**config.mk**
```make
export PLATFORM = sky130hd
export DESIGN_NAME = i2c_channel_arbiter
export DESIGN_NICKNAME = d
export VERILOG_FILES = /design/src/rtl/i2c_channel_arbiter.sv
export SDC_FILE = /design/constraint.sdc
export NUM_CORES = 1
export LEC_CHECK = 0
export ABC_AREA = 1
export BUFFER_PORTS_ARGS = -buffer_cell sky130_fd_sc_hd__buf_2
export CAP_MARGIN = 10
export CELL_PAD_IN_SITES_DETAIL_PLACEMENT = 1
export CELL_PAD_IN_SITES_GLOBAL_PLACEMENT = 2
export CORE_ASPECT_RATIO = 0.75
export CORE_UTILIZATION = 37
export CTS_CLUSTER_SIZE = 30
export DETAILED_ROUTE_END_ITERATION = 12
export PLACE_DENSITY = 0.84
export SETUP_SLACK_MARGIN = 0.2
export SLEW_MARGIN = 20
export SYNTH_ARGS = -nofsm -noshare
export SYNTH_HDL_FRONTEND = slang
export SYNTH_SLANG_ARGS = --single-unit
```
**constraint.sdc**
```tcl
create_clock -name clk -period 6.8 [get_ports clk]
set_input_delay 0.68 -clock clk [delete_from_list [all_inputs] [get_ports clk]]
set_output_delay 0.68 -clock clk [all_outputs]
set_load 0.02 [all_outputs]
```
**src/rtl/i2c_channel_arbiter.sv**
```systemverilog
// Round-robin arbiter that shares one upstream I2C master among NCH extender channels,
// switching the extender select only while the bus is idle between STOP and START.
module i2c_channel_arbiter #(
    parameter int NCH            = 8,
    parameter int SEL_W          = 3,
    parameter int SETTLE_CYCLES  = 4,
    parameter int TIMEOUT_CYCLES = 65535
) (
    input  logic             clk,
    input  logic             rst_n,
    input  logic             scl_in,
    input  logic             sda_in,
    input  logic [NCH-1:0]   req,
    output logic [NCH-1:0]   grant,
    output logic [SEL_W-1:0] sel,
    output logic             bus_busy,
    output logic             start_det,
    output logic             stop_det,
    output logic             timeout
);

    localparam int SETTLE_W = (SETTLE_CYCLES > 1) ? $clog2(SETTLE_CYCLES) : 1;
    localparam logic [SETTLE_W-1:0] SETTLE_LAST = SETTLE_W'(SETTLE_CYCLES - 1);
    localparam logic [SETTLE_W-1:0] SETTLE_ONE  = SETTLE_W'(1);
    localparam logic [15:0]         TMO_LAST    = 16'(TIMEOUT_CYCLES - 1);
    localparam logic [SEL_W:0]      NCH_V       = (SEL_W + 1)'(NCH);
    localparam logic [SEL_W-1:0]    OWNER_INIT  = SEL_W'(NCH - 1);

    typedef enum logic [1:0] {
        ST_IDLE   = 2'd0,
        ST_SETTLE = 2'd1,
        ST_ACTIVE = 2'd2,
        ST_DRAIN  = 2'd3
    } state_t;

    // First requester strictly after 'last', wrapping at NCH-1.
    function automatic logic [SEL_W-1:0] pick_winner(input logic [NCH-1:0] r,
                                                     input logic [SEL_W-1:0] last);
        logic [SEL_W-1:0] win;
        logic             found;
        logic [SEL_W:0]   cand;
        win   = {SEL_W{1'b0}};
        found = 1'b0;
        cand  = {(SEL_W + 1){1'b0}};
        for (int i = 1; i <= NCH; i++) begin
            cand = {1'b0, last} + (SEL_W + 1)'(i);
            cand = (cand >= NCH_V) ? (cand - NCH_V) : cand;
            if (!found && r[cand[SEL_W-1:0]]) begin
                win   = cand[SEL_W-1:0];
                found = 1'b1;
            end
        end
        return win;
    endfunction

    function automatic logic [NCH-1:0] onehot(input logic [SEL_W-1:0] idx);
        logic [NCH-1:0] v;
        v      = {NCH{1'b0}};
        v[idx] = 1'b1;
        return v;
    endfunction

    logic             scl_meta_r, scl_sync_r, scl_prev_r;
    logic             sda_meta_r, sda_sync_r, sda_prev_r;
    logic             start_det_r, stop_det_r, bus_busy_r;
    logic             start_s, stop_s, bus_busy_nx_s, force_idle_s;

    state_t           state_r, state_nx;
    logic [SEL_W-1:0] sel_r, sel_nx;
    logic [SEL_W-1:0] owner_r, owner_nx;
    logic [SEL_W-1:0] last_owner_r, last_owner_nx;
    logic [NCH-1:0]   grant_r, grant_nx;
    logic [SETTLE_W-1:0] settle_cnt_r, settle_cnt_nx;
    logic [15:0]      tmo_cnt_r, tmo_cnt_nx;
    logic             timeout_r, timeout_nx;
    logic [SEL_W-1:0] winner_s;

    assign start_s = scl_sync_r & scl_prev_r &  sda_prev_r & ~sda_sync_r;
    assign stop_s  = scl_sync_r & scl_prev_r & ~sda_prev_r &  sda_sync_r;

    // Bus-busy flag: a timeout forcibly frees the bus even without a STOP.
    always_comb begin
        bus_busy_nx_s = bus_busy_r;
        if (force_idle_s) begin
            bus_busy_nx_s = 1'b0;
        end else if (start_s) begin
            bus_busy_nx_s = 1'b1;
        end else if (stop_s) begin
            bus_busy_nx_s = 1'b0;
        end else begin
            bus_busy_nx_s = bus_busy_r;
        end
    end

    // Line synchronizers, START/STOP detect pulses and bus-busy register.
    always_ff @(posedge clk or negedge rst_n) begin
        if (!rst_n) begin
            scl_meta_r  <= 1'b1;
            scl_sync_r  <= 1'b1;
            scl_prev_r  <= 1'b1;
            sda_meta_r  <= 1'b1;
            sda_sync_r  <= 1'b1;
            sda_prev_r  <= 1'b1;
            start_det_r <= 1'b0;
            stop_det_r  <= 1'b0;
            bus_busy_r  <= 1'b0;
        end else begin
            scl_meta_r  <= scl_in;
            scl_sync_r  <= scl_meta_r;
            scl_prev_r  <= scl_sync_r;
            sda_meta_r  <= sda_in;
            sda_sync_r  <= sda_meta_r;
            sda_prev_r  <= sda_sync_r;
            start_det_r <= start_s;
            stop_det_r  <= stop_s;
            bus_busy_r  <= bus_busy_nx_s;
        end
    end

    // Round-robin candidate for the next IDLE arbitration.
    always_comb begin
        winner_s = pick_winner(req, last_owner_r);
    end

    // Arbitration FSM next-state and registered-output values.
    always_comb begin
        state_nx      = state_r;
        sel_nx        = sel_r;
        owner_nx      = owner_r;
        last_owner_nx = last_owner_r;
        grant_nx      = grant_r;
        settle_cnt_nx = settle_cnt_r;
        tmo_cnt_nx    = tmo_cnt_r;
        timeout_nx    = 1'b0;
        force_idle_s  = 1'b0;
        case (state_r)
            ST_IDLE: begin
                grant_nx = {NCH{1'b0}};
                if ((|req) && !bus_busy_r) begin
                    sel_nx        = winner_s;
                    owner_nx      = winner_s;
                    settle_cnt_nx = {SETTLE_W{1'b0}};
                    state_nx      = ST_SETTLE;
                end else begin
                    state_nx = ST_IDLE;
                end
            end
            ST_SETTLE: begin
                if (!req[owner_r]) begin
                    state_nx = ST_IDLE;
                end else if (settle_cnt_r == SETTLE_LAST) begin
                    grant_nx = onehot(owner_r);
                    state_nx = ST_ACTIVE;
                end else begin
                    settle_cnt_nx = settle_cnt_r + SETTLE_ONE;
                end
            end
            ST_ACTIVE: begin
                if (!req[owner_r] && !bus_busy_r) begin
                    grant_nx      = {NCH{1'b0}};
                    last_owner_nx = owner_r;
                    state_nx      = ST_IDLE;
                end else if (!req[owner_r]) begin
                    tmo_cnt_nx = 16'd0;
                    state_nx   = ST_DRAIN;
                end else begin
                    state_nx = ST_ACTIVE;
                end
            end
            ST_DRAIN: begin
                if (!bus_busy_r) begin
                    grant_nx      = {NCH{1'b0}};
                    last_owner_nx = owner_r;
                    state_nx      = ST_IDLE;
                end else if (tmo_cnt_r == TMO_LAST) begin
                    // A STOP landing on the terminal count wins over the timeout.
                    grant_nx      = {NCH{1'b0}};
                    last_owner_nx = owner_r;
                    state_nx      = ST_IDLE;
                    timeout_nx    = ~stop_s;
                    force_idle_s  = ~stop_s;
                end else begin
                    tmo_cnt_nx = tmo_cnt_r + 16'd1;
                end
            end
            default: begin
                grant_nx = {NCH{1'b0}};
                state_nx = ST_IDLE;
            end
        endcase
    end

    // Arbitration FSM state and registered outputs.
    always_ff @(posedge clk or negedge rst_n) begin
        if (!rst_n) begin
            state_r      <= ST_IDLE;
            sel_r        <= {SEL_W{1'b0}};
            owner_r      <= {SEL_W{1'b0}};
            last_owner_r <= OWNER_INIT;
            grant_r      <= {NCH{1'b0}};
            settle_cnt_r <= {SETTLE_W{1'b0}};
            tmo_cnt_r    <= 16'd0;
            timeout_r    <= 1'b0;
        end else begin
            state_r      <= state_nx;
            sel_r        <= sel_nx;
            owner_r      <= owner_nx;
            last_owner_r <= last_owner_nx;
            grant_r      <= grant_nx;
            settle_cnt_r <= settle_cnt_nx;
            tmo_cnt_r    <= tmo_cnt_nx;
            timeout_r    <= timeout_nx;
        end
    end

    assign grant     = grant_r;
    assign sel       = sel_r;
    assign bus_busy  = bus_busy_r;
    assign start_det = start_det_r;
    assign stop_det  = stop_det_r;
    assign timeout   = timeout_r;

endmodule

```
==> results.cfg <==
[pwr]
vdd_drop_max_uv = 182.6
p_sw_mw = 0.7857
p_sw_frac = 0.5146
leakagePower_nw = 1.632
p_int_mw = 0.7413
power_density_nw_per_um2 = 466.5
p_seq_frac = 0.293
pwr-share-clk = 0.143
power_mw = 1.527
p_comb_frac = 0.564

[die]
ios = 27
dieArea_um2 = 8311
die-width_um = 104.9
rows = 27
core-area_um2 = 7500
fp.dieH_um = 79.20
start_util = 0.3921

[drt]
first_pass_iters = 4
drt_iter0_markers = 156
routed_wl_um = 8068
vias = 2679
top_layer_used = met4
vias_per_cell = 5.122
wl_per_cell_um = 15.43
ant_nets = 0
wl_met1_um = 4525
wl_met2_um = 3199
met3_wirelength_um = 272
drc = 0

[logic_synthesis]
syn_area_per_cell_um2 = 7.425
syn_area_um2 = 2940
synth.distinct_cells = 37
postSynthCellCount = 396
synth_warnings = 0
syn_nets = 413
synth_seq_area_share = 0.3783
ys_ff_latch = 44

[clock_tree]
cts_buffers = 5
clock-sinks = 44
clkLatencyLatePin_ps = 300
cts_setup_buffers = 0
cts_buffer_depth = 2
cts_tree = built
h-tree-depth = 2
ctsResizeCount = 0
cts_root_buf = clkbuf_8
postCtsHoldBufs = 0
clk_pin_slew_ps = 80

[critical_path]
reg2regPathDepth = 14
required_ps = 7000
path_cells = inv_2, ha_1, inv_2, nand3_1, nand2_1, nor2_1, nor2_1, o21ai_0, inv_1, nand2_2, o21ai_1, inv_1, nand2_1, nand2_1
cpMostUsedCell = nand2_1
start_kind = flip-flop
critPathTopFamily = flip-flops
r2r_start = last_owner_r[1]
timing.critical_path.buf_inv = 4
r2r-end = owner_r[1]
path_max_fanout = 11
r2r_slack_ps = 4210
worstSetupEndpointType = flip-flop
cpPeakStageDelay_ps = 700
slowest_stage = dfstp_2
crit_type = flip-flop to flip-flop
critical_path_arrival_ps = 2790

[timing]
finalCritPeriodShare = 0.3806
holdWs_ps = 260.7
relSlewSlack = 0.5470
clock.fmax_mhz = 386.4
fin_tns_setup_ps = 0
skew_ps = 9.260
period_needed_ps = 2588
worst_pin_slew_ps = 677.0
maxSlewViolCount = 0
rsz0062_at_grt = no
setup_violations = 0
hold_viol = 0

[grt]
grt_pass1_wl_um = 13300
antenna_found_initial = 0
grt_overflow = 0
grt_usage = 0.2088
grt_pass1_vias = 2571
grt_max_degree = 45

[placement]
gp_congestion = 0.9780
place_area_um2 = 3127
hpwl_um = 6304
io_buffer_count = 26

[finish]
syn_to_final_growth_pct = 11.32
multi_input_area_um2 = 1602
nets = 438
drive_gt1_frac = 0.2109
register_area_um2 = 1112
final_cell_mix = nand2_1, nor2_1, dfrtp_1
num_antenna_cells = 0
final_common_cell = nand2_1
final_util = 0.4364
final_area_um2 = 3273
n_fill_cell = 986

[min_path]
hp-class = input pin to asynchronous set/reset pin

[status]
status = finished, final reports clean

[flow_run]
cap_violations = 0
flip-flops by register name (all words and copies together) (netlist names):
signal / count
scl_sync_r: 1
start_det: 1
bus_busy: 1
state_r: 2
settle_cnt_r: 2
last_owner_r: 3
sda_sync_r: 1
scl_meta_r: 1
sda_meta_r: 1
sda_prev_r: 1
scl_prev_r: 1
owner_r: 3
stop_det: 1
timeout: 1
grant: 8
tmo_cnt_r: 16
worst reg2reg max path, delay by kind of cell (launching register included):
kind	cells	cell delay (ps)
AOI/OAI and AO/OA	2	270
adders and majority gates	1	420
buffers and inverters	4	450
DFF	1	700
and+or+nand+nor	7	640
cells by family after synthesis:
family / count (synthesis) / share of synthesized area
AOI/OAI and AO/OA: 38 / 0.07362
xor gates and xnor gates: 12 / 0.03830
adders and majority gates: 5 / 0.02128
buffers and inverters: 50 / 0.07702
DFF: 44 / 0.3783
and+or+nand+nor: 247 / 0.4115
final cells by class:
class / count / area share
multi-input combinational: 302 / 0.4893
timing repair buffer: 27 / 0.04587
inverter: 41 / 0.04778
sequential: 44 / 0.3398
clock buffer: 7 / 0.02943
clock inverter: 1 / 0.009174
tap: 101 / 0.03861
synth_stat cells:
cell type,n,area (µm²)
nand2_1,119,446.7
nor2_1,38,142.6
nand4_1,8,50.05
nand3b_1,1,7.510
inv_1,32,120.1
clkbuf_1,1,3.750
dfrtp_1,35,875.8
buf_6,1,11.26
nor3_2,1,10.01
nor4_1,6,37.54
nor2_2,2,12.51
o22ai_1,1,6.260
o21ai_0,16,80.08
nand2_2,10,62.56
buf_4,4,30.03
ha_1,5,62.56
nand4_2,1,12.51
inv_4,1,6.260
nor2_8,1,20.02
buf_2,2,10.01
inv_2,8,30.03
nand3_1,31,155.2
dfstp_2,9,236.5
nor3_1,9,45.04
nand3_2,14,140.1
a31oi_1,1,6.260
xor2_1,10,87.58
o31ai_1,6,45.04
nand2_4,3,33.78
buf_8,1,15.01
nor2_4,3,33.78
a22o_1,1,8.760
xnor2_1,1,8.760
a21oi_1,7,35.03
o21ai_1,4,20.02
xnor2_2,1,16.27
a21boi_0,2,15.01
power groups by stage:
stage | Sequential (mW) | Combinational [mW] | Clock, mW
global route | 0.463 | 0.969 | 0.237
global placement | 0.447 | 0.843 | 0
CTS | 0.447 | 0.861 | 0.226
finish | 0.447 | 0.861 | 0.219
detailed placement | 0.451 | 0.857 | 0
floorplan | 0.422 | 0.689 | 0
routing by layer:
| metal | track usage | up-vias |
|---|---|---|
| li1 | - | 1345 |
| met1 | 0.3246 | 1285 |
| met2 | 0.2940 | 41 |
| met3 | 0.03859 | 8 |
| met4 | 0.04648 | 0 |
| met5 | 0 | - |
worst max-delay path by stage:
stage                     from          to  slack (ps)  depth (start not counted)
2_1_floorplan  last_owner_r[0]  owner_r[2]        4450                         17
3_3_place_gp   last_owner_r[1]  owner_r[1]        4270                         14
3_5_place_dp   last_owner_r[0]  owner_r[1]        4220                         14
4_1_cts        last_owner_r[0]  owner_r[1]        4200                         14
5_1_grt        last_owner_r[0]  owner_r[2]        3970                         14
6_report       last_owner_r[1]  owner_r[1]        4210                         14
metrics by stage:
step / cells / setup WS (ps)
3_5_place_dp: 514 / 4223
3_3_place_gp: 514 / 4274
4_1_cts: 522 / 4201
6_report: 523 / 4212
5_1_grt: 523 / 3972
2_1_floorplan: 396 / 4451
(Power assumes the default switching activity.)
